File: src/rtl/load_store_unit.sv
// Load/store unit: converts byte/half/word loads and stores into aligned word
// accesses, with lane extraction, sign/zero extension and read-modify-write for sub-word stores.
module load_store_unit #(
    parameter bit          CHECK_ALIGN = 1'b1,
    parameter logic [31:0] FAULT_RDATA = 32'h0000_0000
) (
    input  logic        clk,
    input  logic        reset,
    input  logic        req,
    input  logic [2:0]  op,
    input  logic [31:0] addr,
    input  logic [31:0] wdata,
    output logic        busy,
    output logic        done,
    output logic        fault,
    output logic [31:0] rdata,
    output logic        mem_rd,
    output logic        mem_wr,
    output logic [31:0] mem_addr,
    output logic [31:0] mem_wdata,
    input  logic [31:0] mem_rdata,
    input  logic        mem_acc
);
    localparam logic [2:0] OP_LB  = 3'd0;
    localparam logic [2:0] OP_LH  = 3'd1;
    localparam logic [2:0] OP_LW  = 3'd2;
    localparam logic [2:0] OP_LBU = 3'd3;
    localparam logic [2:0] OP_LHU = 3'd4;
    localparam logic [2:0] OP_SB  = 3'd5;
    localparam logic [2:0] OP_SH  = 3'd6;
    localparam logic [2:0] OP_SW  = 3'd7;

    localparam logic [2:0] IDLE   = 3'd0;
    localparam logic [2:0] LOAD   = 3'd1;
    localparam logic [2:0] RMW_RD = 3'd2;
    localparam logic [2:0] WRITE  = 3'd3;
    localparam logic [2:0] FAULT  = 3'd4;

    logic [2:0]  state;
    logic [2:0]  op_q;
    logic [31:0] addr_q;
    logic [31:0] wdata_q;
    logic [31:0] wbuf;
    logic        misalign;
    logic [31:0] shifted;
    logic [7:0]  byte_v;
    logic [15:0] half_v;
    logic [31:0] load_val;
    logic [31:0] merged;

    assign busy      = (state != IDLE);
    assign mem_rd    = (state == LOAD) || (state == RMW_RD);
    // Gate with reset so a reset edge landing in WRITE never commits the store.
    assign mem_wr    = (state == WRITE) && mem_acc && !reset;
    assign mem_addr  = {addr_q[31:2], 2'b00};
    assign mem_wdata = wbuf;

    always_comb begin
        misalign = 1'b0;
        if (CHECK_ALIGN) begin
            case (op)
                OP_LW, OP_SW:         misalign = (addr[1:0] != 2'b00);
                OP_LH, OP_LHU, OP_SH: misalign = addr[0];
                default:              misalign = 1'b0;
            endcase
        end
    end

    always_comb begin
        shifted = mem_rdata >> {addr_q[1:0], 3'b000};
        byte_v  = shifted[7:0];
        half_v  = addr_q[1] ? mem_rdata[31:16] : mem_rdata[15:0];
        case (op_q)
            OP_LB:   load_val = {{24{byte_v[7]}}, byte_v};
            OP_LBU:  load_val = {24'h0, byte_v};
            OP_LH:   load_val = {{16{half_v[15]}}, half_v};
            OP_LHU:  load_val = {16'h0, half_v};
            default: load_val = mem_rdata;
        endcase
    end

    always_comb begin
        merged = mem_rdata;
        if (op_q == OP_SB)
            merged[{addr_q[1:0], 3'b000} +: 8] = wdata_q[7:0];
        else
            merged[{addr_q[1], 4'b0000} +: 16] = wdata_q[15:0];
    end

    always_ff @(posedge clk) begin
        if (reset) begin
            state   <= IDLE;
            op_q    <= 3'd0;
            addr_q  <= 32'h0;
            wdata_q <= 32'h0;
            wbuf    <= 32'h0;
            done    <= 1'b0;
            fault   <= 1'b0;
            rdata   <= 32'h0;
        end else begin
            done  <= 1'b0;
            fault <= 1'b0;
            case (state)
                IDLE: begin
                    if (req) begin
                        op_q    <= op;
                        addr_q  <= addr;
                        wdata_q <= wdata;
                        if (misalign)
                            state <= FAULT;
                        else if (op < OP_SB)
                            state <= LOAD;
                        else if (op == OP_SW) begin
                            state <= WRITE;
                            wbuf  <= wdata;
                        end else
                            state <= RMW_RD;
                    end
                end
                LOAD: begin
                    rdata <= mem_acc ? load_val : FAULT_RDATA;
                    fault <= !mem_acc;
                    done  <= 1'b1;
                    state <= IDLE;
                end
                RMW_RD: begin
                    if (mem_acc) begin
                        wbuf  <= merged;
                        state <= WRITE;
                    end else begin
                        done  <= 1'b1;
                        fault <= 1'b1;
                        state <= IDLE;
                    end
                end
                WRITE: begin
                    fault <= !mem_acc;
                    done  <= 1'b1;
                    state <= IDLE;
                end
                FAULT: begin
                    // Only loads report FAULT_RDATA; a faulting store leaves rdata alone.
                    if (op_q < OP_SB)
                        rdata <= FAULT_RDATA;
                    fault <= 1'b1;
                    done  <= 1'b1;
                    state <= IDLE;
                end
                default: state <= IDLE;
            endcase
        end
    end
endmodule

File: config.mk
export PLATFORM = sky130hd
export DESIGN_NAME = load_store_unit
export DESIGN_NICKNAME = d
export VERILOG_FILES = /design/src/rtl/load_store_unit.sv
export SDC_FILE = /design/constraint.sdc
export NUM_CORES = 1
export LEC_CHECK = 0
export ABC_AREA = 1
export CORE_MARGIN = 2
export CORE_UTILIZATION = 49
export DETAILED_ROUTE_END_ITERATION = 7
export HOLD_SLACK_MARGIN = 0.15
export PLACE_DENSITY = 0.92
export SLEW_MARGIN = 20
export SYNTH_ARGS = -nofsm -noshare
export SYNTH_HDL_FRONTEND = slang
export SYNTH_SLANG_ARGS = --single-unit
File: constraint.sdc
create_clock -name clk -period 2.55 [get_ports clk]
set_input_delay 0.3825 -clock clk [delete_from_list [all_inputs] [get_ports clk]]
set_output_delay 0.3825 -clock clk [all_outputs]
set_load 0.02 [all_outputs]
==> results of run 1 <==
flip-flops by register name, summed over array words and instances, names as in the netlist:
signal     count
done           1
wdata_q       16
op_q           3
rdata         32
addr_q        32
fault          1
mem_wdata     32
state          3
per-stage QoR:
| step | hold WS, ps | cells | cell area (um^2) |
|---|---|---|---|
| floorplan | 440.5 | 1165 | 7192 |
| global placement | 447.0 | 1462 | 9001 |
| detailed placement | 452.8 | 1462 | 9001 |
| CTS | 459.9 | 1494 | 9648 |
| global route | 479.5 | 1494 | 9651 |
| finish | 459.3 | 1494 | 9651 |
cell usage in the layout, fill, tap and decap left out, drive strengths merged, types with 4 or more instances in the layout:
| master | Yosys | final |
|---|---|---|
| nand2 | 371 | 371 |
| nand4 | 10 | 10 |
| a21oi | 157 | 157 |
| clkinvlp | 0 | 4 |
| o211ai | 24 | 24 |
| ha | 5 | 5 |
| clkbuf | 40 | 19 |
| nor2 | 111 | 111 |
| clkinv | 1 | 4 |
| nand3 | 89 | 89 |
| clkdlybuf4s50 | 0 | 200 |
| dfxtp | 120 | 120 |
| buf | 66 | 18 |
| o21ai | 69 | 69 |
| inv | 97 | 99 |
| bufinv | 0 | 4 |
cell type report:
cell class	instances	area [um^2]
Clock buffer	19	452.9
Clock inverter	13	193.9
Fill cell	1261	4773
Inverter	98	370.4
Multi-Input combinational cell	841	3837
Sequential cell	120	2404
Tap cell	184	230.2
Timing Repair Buffer	219	2162
power breakdown:
group | internal, mW | leakage [nW] | switching [mW]
registers | 2.06 | 0.983 | 0.119
clock network | 1.70 | 0.302 | 0.942
logic | 0.728 | 2.84 | 1.13
worst reg2reg max path, stage by stage, from the launching register on:
cell and delay, ps:
dfxtp_1 480, inv_1 130, ha_1 330, inv_1 360
nand2_1 120, nor2_1 160, nand2_1 70, nand2_1 80
nand3_1 110, nand2_1 90, nor2_1 40, nor2_1 100
what timing repair did:
item / in CTS / in global routing
setup endpoints to repair: 0 / 1
hold buffers: 0 / 0
gates resized for setup: 0 / 1
per-layer routing:
layer | up-vias | global-route usage | wire length, um
li1 | 3981 | - | -
met1 | 3590 | 0.3502 | 8882
met2 | 397 | 0.4664 | 10690
met3 | 50 | 0.08173 | 2259
met4 | 0 | 0.1118 | 779
met5 | - | 0 | 0
cell families (layout without fill, tap and decap cells):
kind of cell / after synthesis / count (layout) / synth area share
fa+ha+maj: 5 / 5 / 0.008703
buf+inv: 204 / 349 / 0.1333
compound gates: 252 / 252 / 0.1857
flops: 120 / 120 / 0.3342
other cells: 1 / 2 / 0.0005217
simple gates: 582 / 582 / 0.3375
worst min path at each step:
stage	start	to	slack (ps)	cells past startpoint
CTS	addr_q[7]$_SDFFE_PP0P_	addr_q[7]$_SDFFE_PP0P_	460	2
global placement	addr_q[22]$_SDFFE_PP0P_	addr_q[22]$_SDFFE_PP0P_	450	2
detailed placement	addr_q[7]$_SDFFE_PP0P_	addr_q[7]$_SDFFE_PP0P_	450	2
global route	addr_q[28]$_SDFFE_PP0P_	addr_q[28]$_SDFFE_PP0P_	480	2
finish	addr_q[7]$_SDFFE_PP0P_	addr_q[7]$_SDFFE_PP0P_	460	2
floorplan	addr_q[3]$_SDFFE_PP0P_	addr_q[3]$_SDFFE_PP0P_	440	2
==> summary.txt, run 1 <==
Timing
  – Final hold vios: 0
  – Slew margin rel.: 0.3855
  – Max-slew violations: 0
  – Fmax: 417.7 MHz
  – Fin crit period: 2394 ps
  – TNS Setup: 0 ps
  – Clock Skew: 10.95 ps
  – Tightest Pin Transition: 918.3 ps
  – Final worst path period share: 0.9390
  – Setup ws final: 155.7 ps
  – Final Setup Violations: 0
  – RSZ-0062 raised after global routing: no

Layout
  – Nets@finish: 1405
  – Final core utilization: 0.6691
  – Share of post-route cells with drive strength above 1: 0.05649
  – Layout area overhead: 34.26%
  – Ant. Diodes: 0

Status
  – Outcome: finished clean

Floorplanning
  – Die Wd: 125.1 um
  – Die area: 15660 um^2
  – CORE AREA: 14420 um^2
  – FP Rows: 44
  – Initial Util: 0.4984
  – IO Count: 204
  – Die H: 125.1 um

Critical path
  – Critical path's most frequent cell: nand2_1
  – R2R Setup Slk: 430 ps
  – Worst r2r src: addr_q[0]$_SDFFE_PP0P_
  – Reg2Reg Capture Point: mem_wdata[31]$_SDFFE_PP0P_
  – Critical-path maximum fanout: 4
  – Crit path max-delay family: buffers and inverters
  – Crit path to: mem_rd
  – Critical path's slowest cell: clkdlybuf4s50_1
  – Slowest stage delay, CP: 610 ps
  – Worst setup EP type: output pin
  – Critical path depth: 5
  – WP buf/inv: 2
  – Worst Path Required: 2170 ps
  – Setup crit start kind: register
  – Critical-path cell list: inv_1, nor2_1, nand2_1, nand2_1, clkdlybuf4s50_1
  – Setup CP Type: register to output pin
  – Critical path startpoint: state[0]$_SDFFE_PP0N_
  – Cells on worst reg2reg path: 11
  – Worst EP arrival: 2010 ps

Synth
  – Synth Register Bits: 120
  – Mapped Cells: 1164
  – Mapped Area: 7188 um^2
  – Post-synth EDFFs: 0
  – Post-synth top area share: 0.3342
  – Synth area leader: dfxtp_1
  – Most used DFF post-synth: dfxtp_1
  – Commonest cells in the netlist: nand2_1, a21oi_1, dfxtp_1
  – Synth Area per Inst: 6.175 um^2
  – Most frequent cell after synthesis: nand2_1
  – Unique masters post-synth: 31
  – Post-synthesis sequential area ratio: 0.3342
  – Largest cells by area after synthesis: dfxtp_1, nand2_1, a21oi_1
  – Async SR Flop Fraction: 0
  – Synthesis Warnings: 0

GRT
  – Largest net degree at the start of global routing: 65
  – Initial antenna violation count: 0
  – Overflow after GRT: 0
  – Total GRT Usage: 0.2832
  – Vias in the first global route: 7348
  – First-pass GRT wire length: 36.20 mm

Placed design
  – Detail Placement HPWL: 16.04 mm
  – Place WS: 294.8 ps
  – Placer Congestion: 0.9870
  – Port Buffers: 201

Drt
  – Final ANT Viol Nets: 0
  – DRT Wirelength: 22.61 mm
  – DR pass1 iterations: 6
  – Wire per inst: 15.13 um
  – Remaining DRCs: 0
  – Vias per cell: 5.367
  – Vias: 8018
  – DRT iter0 DRCs: 699

Clock network
  – TritonCTS buffer count: 17
  – CTS tree: yes
  – CTS Buffer Depth: 2
  – CTS Sinks: 120
  – Clk_lat worst skew: 430 ps
  – Worst-path clk slew: 60 ps
  – Clk root buf: clkbuf_16
  – Post-CTS Repair Setup Buffers: 0
  – H-tree depth: 4

Pwr
  – Overall Power: 6.674 mW
  – VDD IR max: 527.5 uV
  – Leakage: 4.122 nW
  – Power Density: 691.6 nW/um^2

Job
  – Max-cap violations: 0

Min path
  – Hold WC Path Type: register to register
No activity file was read; power rests on OpenSTA's default activity.
==> run 2, diff against run 1 <==
--- a/config.mk
+++ b/config.mk
@@ -9,7 +9,6 @@
 export CORE_MARGIN = 2
 export CORE_UTILIZATION = 49
 export DETAILED_ROUTE_END_ITERATION = 7
-export HOLD_SLACK_MARGIN = 0.15
 export PLACE_DENSITY = 0.92
 export SLEW_MARGIN = 20
 export SYNTH_ARGS = -nofsm -noshare
==> results of run 2 <==
Final layout, timing and power as in run 1 (identical DEF).
==> run 3, diff against run 2 <==
==> constraint.sdc (replaced) <==
create_clock -name clk -period 2.55 [get_ports clk]
set_input_delay 0.3825 -clock clk [delete_from_list [all_inputs] [get_ports clk]]
set_output_delay 0.3825 -clock clk [all_outputs]
set_load 0.01 [all_outputs]
==> run 3 against run 2 <==
Against the previous run:
- cell count is 0.13% lower
- count of clock-buffer cells in the layout is 2 higher
- clock power is 9.1% lower
- die area stayed put
- critical path depth stayed put
- largest power group unchanged
- highest routed layer unchanged
- first-iteration DRC count is 2.3% higher
- combinational power is 6% lower
- final area is 0.49% lower
- sequential cell count stayed put
- total power is 5.3% lower
- critical path type unchanged
==> summary.txt, run 3 (synthesis results as in run 1) <==
Drt
  – Vias: 8005 (-0.16%)
  – DRT iter0 DRCs: 715 (+2.3%)
  – Wire per inst: 14.86 um (-1.8%)
  – DR pass1 iterations: 6 (unchanged)
  – Final ANT Viol Nets: 0 (unchanged)
  – Remaining DRCs: 0 (unchanged)
  – DRT Wirelength: 22.18 mm (-1.9%)
  – Vias per cell: 5.365 (about the same)

GRT
  – Grt met2 use: 0.4600 (-0.006394)
  – Vias in the first global route: 7428 (+1.1%)
  – Overflow after GRT: 0 (unchanged)
  – Total GRT Usage: 0.2794 (-0.003847)
  – First-pass GRT wire length: 35.91 mm (-0.82%)
  – GR Util met1: 0.3416 (-0.008600)
  – Met3 GRT Util: 0.08045 (-0.001284)
  – Global route hottest layer: met2
  – Initial antenna violation count: 0 (unchanged)
  – Largest net degree at the start of global routing: 75 (+15%)

Critical path
  – Worst EP arrival: 1980 ps (-30 ps)
  – Critical path's most frequent cell: inv_1
  – Slowest stage delay, CP: 610 ps (about the same)
  – Critical path's slowest cell: clkdlybuf4s50_1
  – Critical-path maximum fanout: 4 (unchanged)
  – Cells on worst reg2reg path: 11 (unchanged)
  – Worst setup EP type: output pin
  – Setup crit start kind: register
  – Setup CP Type: register to output pin
  – Critical-path cell list: inv_1, nor2_1, inv_1, nor4_1, clkdlybuf4s50_1
  – Worst Path Required: 2170 ps (about the same)

Timing
  – Final Setup Violations: 0 (unchanged)
  – Max-slew violations: 0 (unchanged)
  – Clock Skew: 11.51 ps (+0.5595 ps)
  – Final hold vios: 0 (unchanged)
  – Fmax: 423.0 MHz (+1.3%)
  – Fin crit period: 2364 ps (-30.11 ps)
  – Final worst path period share: 0.9271 (-0.01181)
  – TNS Setup: 0 ps (unchanged)
  – RSZ-0062 raised after global routing: no
  – Slew margin rel.: 0.3922 (+0.006764)
  – Tightest Pin Transition: 908.2 ps (-10.11 ps)

Clock network
  – Post-CTS Repair Setup Buffers: 0 (unchanged)
  – Hold buffer count at CTS: 0 (unchanged)
  – CTS Sinks: 120 (unchanged)
  – Clk_lat worst skew: 420 ps (about the same)
  – Post-CTS sizing: 0 (unchanged)
  – H-tree depth: 4 (unchanged)
  – CTS Buffer Depth: 2 (unchanged)
  – CTS tree: yes
  – Worst-path clk slew: 60 ps (about the same)
  – Clk root buf: clkbuf_16
  – TritonCTS buffer count: 17 (unchanged)

Layout
  – Final core utilization: 0.6658 (-0.003297)
  – Nets@finish: 1403 (-0.14%)
  – Ant. Diodes: 0 (unchanged)
  – Layout area overhead: 33.59%
  – Share of post-route cells with drive strength above 1: 0.05428 (-0.002207)
  – Commonest non-fill, non-tap cell in the layout: nand2_1
  – Most frequent cells in the layout: nand2_1, clkdlybuf4s50_1, a21oi_1
  – # fillers: 1254 (-0.56%)

Floorplanning
  – Die Wd: 125.1 um (unchanged)
  – IO Count: 204 (unchanged)
  – Die area: 15660 um^2 (unchanged)
  – Initial Util: 0.4984 (unchanged)
  – Die H: 125.1 um (unchanged)
  – CORE AREA: 14420 um^2 (unchanged)
  – FP Rows: 44 (unchanged)

Placed design
  – Detail Placement HPWL: 15.98 mm (-0.34%)
  – Placer Congestion: 0.9784 (-0.87%)
  – Port Buffers: 201 (unchanged)

Pwr
  – Leakage: 4.092 nW (-0.74%)
  – Seq pwr share: 0.344 (+0.018)
  – Power Density: 658.4 nW/um^2 (-4.8%)
  – Clock network fraction of total power: 0.380 (-0.015)
  – Psw: 2.024 mW (-7.7%)
  – Switching Share: 0.3201 (-0.008584)
  – Combinational fraction of design power: 0.276 (-0.003)
  – VDD IR max: 456.8 uV (-13%)
  – Internal Pwr Total: 4.299 mW (-4.1%)

Min path
  – Hold Crit Depth: 2 (unchanged)
  – Hold WC Path Type: register to register

Status
  – Outcome: finished clean

Job
  – Max-cap violations: 0 (unchanged)
==> run 3: changes by cell type in the layout (fill, tap and decap cells not counted) <==
cell             previous run  this run
clkinv_2                    0         4
bufinv_16                   4         2
clkinvlp_4                  4         2
clkbuf_1                    0         1
buf_12                      1         3
buf_4                      17        13
clkinv_4                    3         2
inv_6                       2         1
clkdlybuf4s50_1           200       201
clkbuf_8                    2         3
dlymetal6s2s_1              1         0
==> run 3: per-stage QoR <==
step / worst slack, ps / cell area (um^2) / cells / total power, mW / hold slack, ps
2_1_floorplan: 507.7 / 7192 / 1165 / 3.287 / 440.5
3_3_place_gp: 333.4 / 9011 / 1460 / 3.903 / 447.2
3_5_place_dp: 308.4 / 9011 / 1460 / 3.932 / 453.8
4_1_cts: 178.7 / 9603 / 1492 / 6.333 / 459.8
5_1_grt: 56.26 / 9603 / 1492 / 6.629 / 475.1
6_report: 185.8 / 9603 / 1492 / 6.323 / 459.2
==> run 3: area by class of cell <==
class	count	area, um^2	share of cell area
sequential	120	2404	0.2503
inverter	98	370.4	0.03857
timing repair buffer	217	2170	0.2259
multi-input combinational	841	3837	0.3996
clock inverter	11	121.4	0.01264
tap	184	230.2	0.02397
clock buffer	21	470.5	0.04899
==> run 3: metal layers <==
| metal | vias up | routed length [um] |
|---|---|---|
| li1 | 3976 | - |
| met1 | 3586 | 8986 |
| met2 | 386 | 10320 |
| met3 | 57 | 2099 |
| met4 | 0 | 771 |
| met5 | - | 0 |
==> run 3: path summary, 6_finish.rpt <==
check	from	to	slack, ps
setup / recovery	state[0]$_SDFFE_PP0N_	mem_wr	190
hold / removal	addr_q[7]$_SDFFE_PP0P_	addr_q[7]$_SDFFE_PP0P_	460
setup reg to reg	addr_q[0]$_SDFFE_PP0P_	mem_wdata[26]$_SDFFE_PP0P_	450
hold reg to reg	addr_q[7]$_SDFFE_PP0P_	addr_q[7]$_SDFFE_PP0P_	460
==> run 3: worst max-delay path: cells and delay by family, from the launching register on <==
family / cells / cell delay, ps
AND/OR/NAND/NOR: 2 / 430
buffers and inverters: 3 / 790
flip-flops: 1 / 340
==> run 3: power by group through the flow <==
stage | logic, mW | clock network (mW) | registers (mW)
2_1_floorplan | 1.06 | 0 | 2.23
3_3_place_gp | 1.70 | 0 | 2.20
3_5_place_dp | 1.72 | 0 | 2.21
4_1_cts | 1.74 | 2.43 | 2.17
5_1_grt | 1.93 | 2.50 | 2.19
6_report | 1.75 | 2.40 | 2.17
